File: src/rtl/output_port_bank.sv
// Memory-mapped output peripheral: NUM_CH data registers, each driving a
// valid/ready channel, plus a STATUS register with pending and sticky overflow flags.
module output_port_bank #(
  parameter int unsigned NUM_CH = 2,
  parameter int unsigned DATA_W = 32,
  parameter int unsigned ADDR_W = 2
) (
  input  logic                     clk,
  input  logic                     rst,
  input  logic                     WR_en,
  input  logic [ADDR_W-1:0]        addr,
  input  logic [DATA_W-1:0]        din,
  output logic [DATA_W-1:0]        dout,
  output logic [NUM_CH*DATA_W-1:0] out_data,
  output logic [NUM_CH-1:0]        out_valid,
  input  logic [NUM_CH-1:0]        out_ready
);

  logic [DATA_W-1:0] data_q [NUM_CH];
  logic [DATA_W-1:0] data_d [NUM_CH];
  logic [NUM_CH-1:0] pending_q, pending_d;
  logic [NUM_CH-1:0] overflow_q, overflow_d;

  logic [NUM_CH-1:0] wr_hit, hs, clr;
  logic              sts_wr;
  logic [DATA_W-1:0] status;

  always_comb begin
    sts_wr = WR_en && (addr == ADDR_W'(NUM_CH));
    hs     = pending_q & out_ready;
    wr_hit = '0;
    clr    = '0;
    for (int unsigned i = 0; i < NUM_CH; i++) begin
      wr_hit[i] = WR_en && (addr == ADDR_W'(i));
      clr[i]    = sts_wr && din[NUM_CH+i];
    end
  end

  // A write that lands on a consumed slot refills it without overflow;
  // a new overflow event takes priority over a W1C clear.
  always_comb begin
    data_d     = data_q;
    pending_d  = pending_q;
    overflow_d = overflow_q;
    for (int unsigned i = 0; i < NUM_CH; i++) begin
      if (wr_hit[i]) data_d[i] = din;
      pending_d[i]  = wr_hit[i] | (pending_q[i] & ~hs[i]);
      overflow_d[i] = (wr_hit[i] & pending_q[i] & ~hs[i]) |
                      (overflow_q[i] & ~clr[i]);
    end
  end

  always_ff @(posedge clk or posedge rst) begin
    if (rst) begin
      for (int unsigned i = 0; i < NUM_CH; i++) data_q[i] <= '0;
      pending_q  <= '0;
      overflow_q <= '0;
    end else begin
      for (int unsigned i = 0; i < NUM_CH; i++) data_q[i] <= data_d[i];
      pending_q  <= pending_d;
      overflow_q <= overflow_d;
    end
  end

  always_comb begin
    status                    = '0;
    status[NUM_CH-1:0]        = pending_q;
    status[2*NUM_CH-1:NUM_CH] = overflow_q;
  end

  always_comb begin
    dout = '0;
    for (int unsigned i = 0; i < NUM_CH; i++) begin
      if (addr == ADDR_W'(i)) dout = data_q[i];
    end
    if (addr == ADDR_W'(NUM_CH)) dout = status;
  end

  always_comb begin
    out_data = '0;
    for (int unsigned i = 0; i < NUM_CH; i++) begin
      out_data[i*DATA_W +: DATA_W] = data_q[i];
    end
  end

  assign out_valid = pending_q;

endmodule

File: config.mk
export PLATFORM = sky130hd
export DESIGN_NAME = output_port_bank
export DESIGN_NICKNAME = d
export VERILOG_FILES = /design/src/rtl/output_port_bank.sv
export SDC_FILE = /design/constraint.sdc
export NUM_CORES = 1
export LEC_CHECK = 0
export CORE_UTILIZATION = 45
export DETAILED_ROUTE_END_ITERATION = 8
export GPL_ROUTABILITY_DRIVEN = 0
export GPL_TIMING_DRIVEN = 0
export PLACE_DENSITY_LB_ADDON = 0.1
export SYNTH_ARGS = -nofsm -noshare
export SYNTH_HDL_FRONTEND = slang
export SYNTH_SLANG_ARGS = --single-unit
File: constraint.sdc
create_clock -name clk -period 6.7 [get_ports clk]
set_input_delay 1.34 -clock clk [delete_from_list [all_inputs] [get_ports clk]]
set_output_delay 1.34 -clock clk [all_outputs]
set_load 0.05 [all_outputs]
After elaboration in Yosys (flattened, before gate mapping)

Index checks and enable logic that the tools add are counted.

Eq/ne operators: 2
Mux-type cells: 3
Bitwise logic cells: 17
Reductions and logical operators: 6

Operators with widths:

| operator                                             | number |
|---|---|
| two-way mux 32 bit                                   | 3 |
| bitwise AND 1 bit                                    | 8 |
| logical AND 1 bit                                    | 5 |
| inverter 1 bit                                       | 4 |
| bitwise OR 1 bit                                     | 4 |
| bitwise AND 2 bit                                    | 1 |
| equality test 2 x 1 -> 1 bit (second input constant) | 1 |
| equality test 2 bit (second input constant)          | 1 |
| zero test 2 bit                                      | 1 |

Register bits after elaboration: 68
Bits of input ports: 39

Logic depth before layout (Yosys ltp)

Word-level depth: 6
Gate-level depth with buffers: 4

Least setup slack after synthesis

OpenSTA, ideal clock, no wires.

Path kind: input port to output port
Start point: in addr[0]
End point: out dout[3]
Arrival time: 2.665 ns
Data required time: 5.360 ns
Slack: 2.695 ns
Stages: 4
Cells stage by stage: buf_4 -> buf_2 -> mux2i_1 -> o2bb2ai_1

Word-level cells in the longest chain between the ends: 4

RTL lines:

| element                         | line | text |
|---|---|---|
| start: declaration              | 11   | `input logic [ADDR_W-1:0] addr,` |
| zero test 2 bit                 | 74   | `if (addr == ADDR_W'(i)) dout = data_q[i];` |
| two-way mux 32 bit (2 in a row) | 74   |  |
| two-way mux 32 bit *            | 76   | `if (addr == ADDR_W'(NUM_CH)) dout = status;` |
| end: declaration                | 13   | `output logic [DATA_W-1:0] dout,` |

Every way passes the cells marked *; elsewhere a longest branch is shown, timed or not.

Worst setup path in the final report

Start point: in addr[0]
End point: out dout[14]

Same word-level chain as after synthesis.

==> results.sh <==
export IMPL_status="finished with violations"
export IMPL_violations="design-rule violations"
export IMPL_postPlaceCellArea_mm2=0.004517
export IMPL_number_of_gates_resized_after_cts=0
export IMPL_post_route_drc_count=10
export IMPL_post_detailed_placement_half_perimeter_wirelength_um=5312
export IMPL_portBuffers=134
export IMPL_cts_sinks=68
export IMPL_grt_antenna_before_repair=0
export IMPL_multi_input_comb_area_mm2=0.001280
export IMPL_synth_yosys_warnings=0
export IMPL_clk_latency_ns=0.33
export IMPL_setup_worst_path_end_class="primary output"
export IMPL_final_setup_skew_ns=0.0006447
export IMPL_critical_path_arrival_ns=2.97
export IMPL_drt_wl_total_um=7254
export IMPL_worstSetupStartpointType="input pin"
export IMPL_postSynthCellCount=222
export IMPL_synth_largest_type_area_fraction_pct=55.31
export IMPL_routed_top_layer="met4"
export IMPL_floorplan_die_area_mm2=0.007172
export IMPL_largest_net_degree_at_the_start_of_global_routing=69
export IMPL_cts_hold_buffers=0
export IMPL_worstHoldPathType="flop to flop"
export IMPL_worst_ir_drop_vdd_uv=182.3
export IMPL_drive_gt1_share_pct=23.12
export IMPL_routed_met3_length_um=611
export IMPL_mappedNetlistArea_mm2=0.003077
export IMPL_wl_met2_um=3463
export IMPL_grt_setup_unrepaired="no"
export IMPL_clockRootBuffer="sky130_fd_sc_hd__clkbuf_8"
export IMPL_via_count=2312
export IMPL_htreeDepth=3
export IMPL_detail_route_iter0_violations=169
export IMPL_avg_wl_per_cell_um=16.16
export IMPL_route_detailed_vias_per_inst=5.149
export IMPL_cap_violations=0
export IMPL_rows=29
export IMPL_final_period_utilization_pct=64.39
export IMPL_ys_seq_area_share_pct=55.31
export IMPL_die_y_um=84.69
export IMPL_critical_path_class="input pin to primary output"
export IMPL_post_route_cell_area_mm2=0.004679
export IMPL_first_pass_iters=6
export IMPL_finalNetCount=406
export IMPL_floorplan_io_pins=137
export IMPL_hold_violations=0
export IMPL_fillerInstances=489
export IMPL_crit_required_ns=5.36
export IMPL_antenna_diode_count=0
export IMPL_hold_worst_slack_ns=0.4969
export IMPL_initial_utilization_pct=47.64
export IMPL_maxSlewHeadroom_pct=44.90
export IMPL_power_per_cell_area_mw_per_mm2=335.5
export IMPL_die_boundary_width_um=84.69
export IMPL_ant_nets=0
export IMPL_tns_ns=0
export IMPL_wl_met1_um=3086
export IMPL_timing_final_setup_violations=0
export IMPL_finalCriticalPeriod_ns=4.314
export IMPL_critPathMaxFanout=10
export IMPL_numCtsBuffers=9
export IMPL_tritoncts="built"
export IMPL_cts_clk_slew_worst_paths_ns=0.07
export IMPL_ys_ff_latch=68
export IMPL_grt_overflow_total=0
export IMPL_cts_post_setup_buffers_inserted=0
export IMPL_ctsLongestPathBuffers=2
export IMPL_placedCellCount=433
export IMPL_timing_worst_slew_pin_value_ns=0.8265
export IMPL_final_common_cell="sky130_fd_sc_hd__clkdlybuf4s50_1"
export IMPL_final_max_slew_violation_count=0
export IMPL_most_common_layout_cells="134 x sky130_fd_sc_hd__clkdlybuf4s50_1, 68 x sky130_fd_sc_hd__dfrtp_1, 60 x sky130_fd_sc_hd__mux2_2, 32 x sky130_fd_sc_hd__mux2i_1, 28 x sky130_fd_sc_hd__nor2_1"
export IMPL_synth_area_per_cell_um2=13.86
export IMPL_post_route_util_pct=72.45
export IMPL_design_core_area_mm2=0.006459
export IMPL_leakagePower_uw=0.002021
export IMPL_yosys_top_cell_by_area="sky130_fd_sc_hd__dfrtp_1"
export IMPL_fmax_ghz=0.2318
export IMPL_area_growth_pct=52.09
export IMPL_syn_nets=261
export IMPL_layout_area_seq_mm2=0.001702
export IMPL_grt_pass1_vias=2362
export IMPL_synthTopCellsByArea="sky130_fd_sc_hd__dfrtp_1 55%, sky130_fd_sc_hd__mux2_2 22%, sky130_fd_sc_hd__mux2i_1 10%"
export IMPL_groute_usage_overall_pct=21.70
export IMPL_netlist_cell_type_count=19
export IMPL_first_pass_grt_wire_length_um=11990
export IMPL_stdcell_count=449
## worst paths after layout
path,depth (start not counted),startpoint,to,slack (ns)
setup reg to reg,1,out_data[4],out_data[4],5.88
setup / recovery,5,addr[0],dout[14],2.39
hold reg to reg,1,overflow_q[1],overflow_q[1],0.50
max in group asynchronous,2,rst,out_data[7],4.63
hold / removal,1,overflow_q[1],overflow_q[1],0.50
min in group asynchronous,2,rst,out_data[27],1.52
## metal layers
layer	global-route usage (%)	vias to the layer above
met5	0	-
met4	6.934	0
met3	7.375	9
met2	35.25	92
met1	27.46	1138
li1	-	1073
## per-stage QoR
step | total power (µW) | setup WS (ns)
2_1_floorplan | 1032 | 2.695
6_report | 1570 | 2.386
3_5_place_dp | 1295 | 2.384
4_1_cts | 1582 | 2.366
3_3_place_gp | 1285 | 2.407
5_1_grt | 1638 | 2.298
## flip-flops by register name, indices dropped and copies added (netlist names)
signal	count
out_data	64
out_valid	2
overflow_q	2
## logic make-up (layout without fill, tap and decap cells)
kind of cell | after synthesis | count (layout) | share of synthesized area (%)
buffers and inverters | 16 | 166 | 3.091
muxes | 96 | 96 | 33.83
AOI/OAI and AO/OA | 7 | 7 | 1.993
DFF | 68 | 68 | 55.31
and+or+nand+nor | 35 | 35 | 5.775
## report_power, final
group | internal (µW) | switching [µW] | total [µW]
clock | 144 | 141 | 285
combinational | 268 | 471 | 738
sequential | 487 | 58.9 | 546
## cells in the mapped netlist
cell type,instances
sky130_fd_sc_hd__nand2b_1,1
sky130_fd_sc_hd__buf_4,1
sky130_fd_sc_hd__clkbuf_1,3
sky130_fd_sc_hd__inv_1,2
sky130_fd_sc_hd__nand3b_4,1
sky130_fd_sc_hd__buf_2,7
sky130_fd_sc_hd__mux2_1,4
sky130_fd_sc_hd__dfrtp_1,68
sky130_fd_sc_hd__buf_6,3
sky130_fd_sc_hd__mux2_2,60
sky130_fd_sc_hd__a32o_1,1
sky130_fd_sc_hd__o2bb2ai_1,5
sky130_fd_sc_hd__mux2i_1,32
sky130_fd_sc_hd__nor2_1,28
sky130_fd_sc_hd__nor3b_4,1
sky130_fd_sc_hd__a21o_1,1
sky130_fd_sc_hd__nand2_1,1
sky130_fd_sc_hd__nand4b_1,2
sky130_fd_sc_hd__nor2b_1,1
## worst max-delay path: stages
cell and delay [ns]:
sky130_fd_sc_hd__buf_4 0.19, sky130_fd_sc_hd__buf_2 0.35, sky130_fd_sc_hd__mux2i_1 0.13, sky130_fd_sc_hd__nor2_1 0.12
sky130_fd_sc_hd__clkdlybuf4s50_1 0.84
## cell type report
type                       instances  area share, %
clock inverter                     2         0.2139
multi-input combinational        138          27.35
sequential                        68          36.36
inverter                           2         0.2139
tap                               77          2.059
buffer                            14          1.872
timing repair buffer             134          28.66
clock buffer                      14          3.262
(Power assumes the default switching activity.)
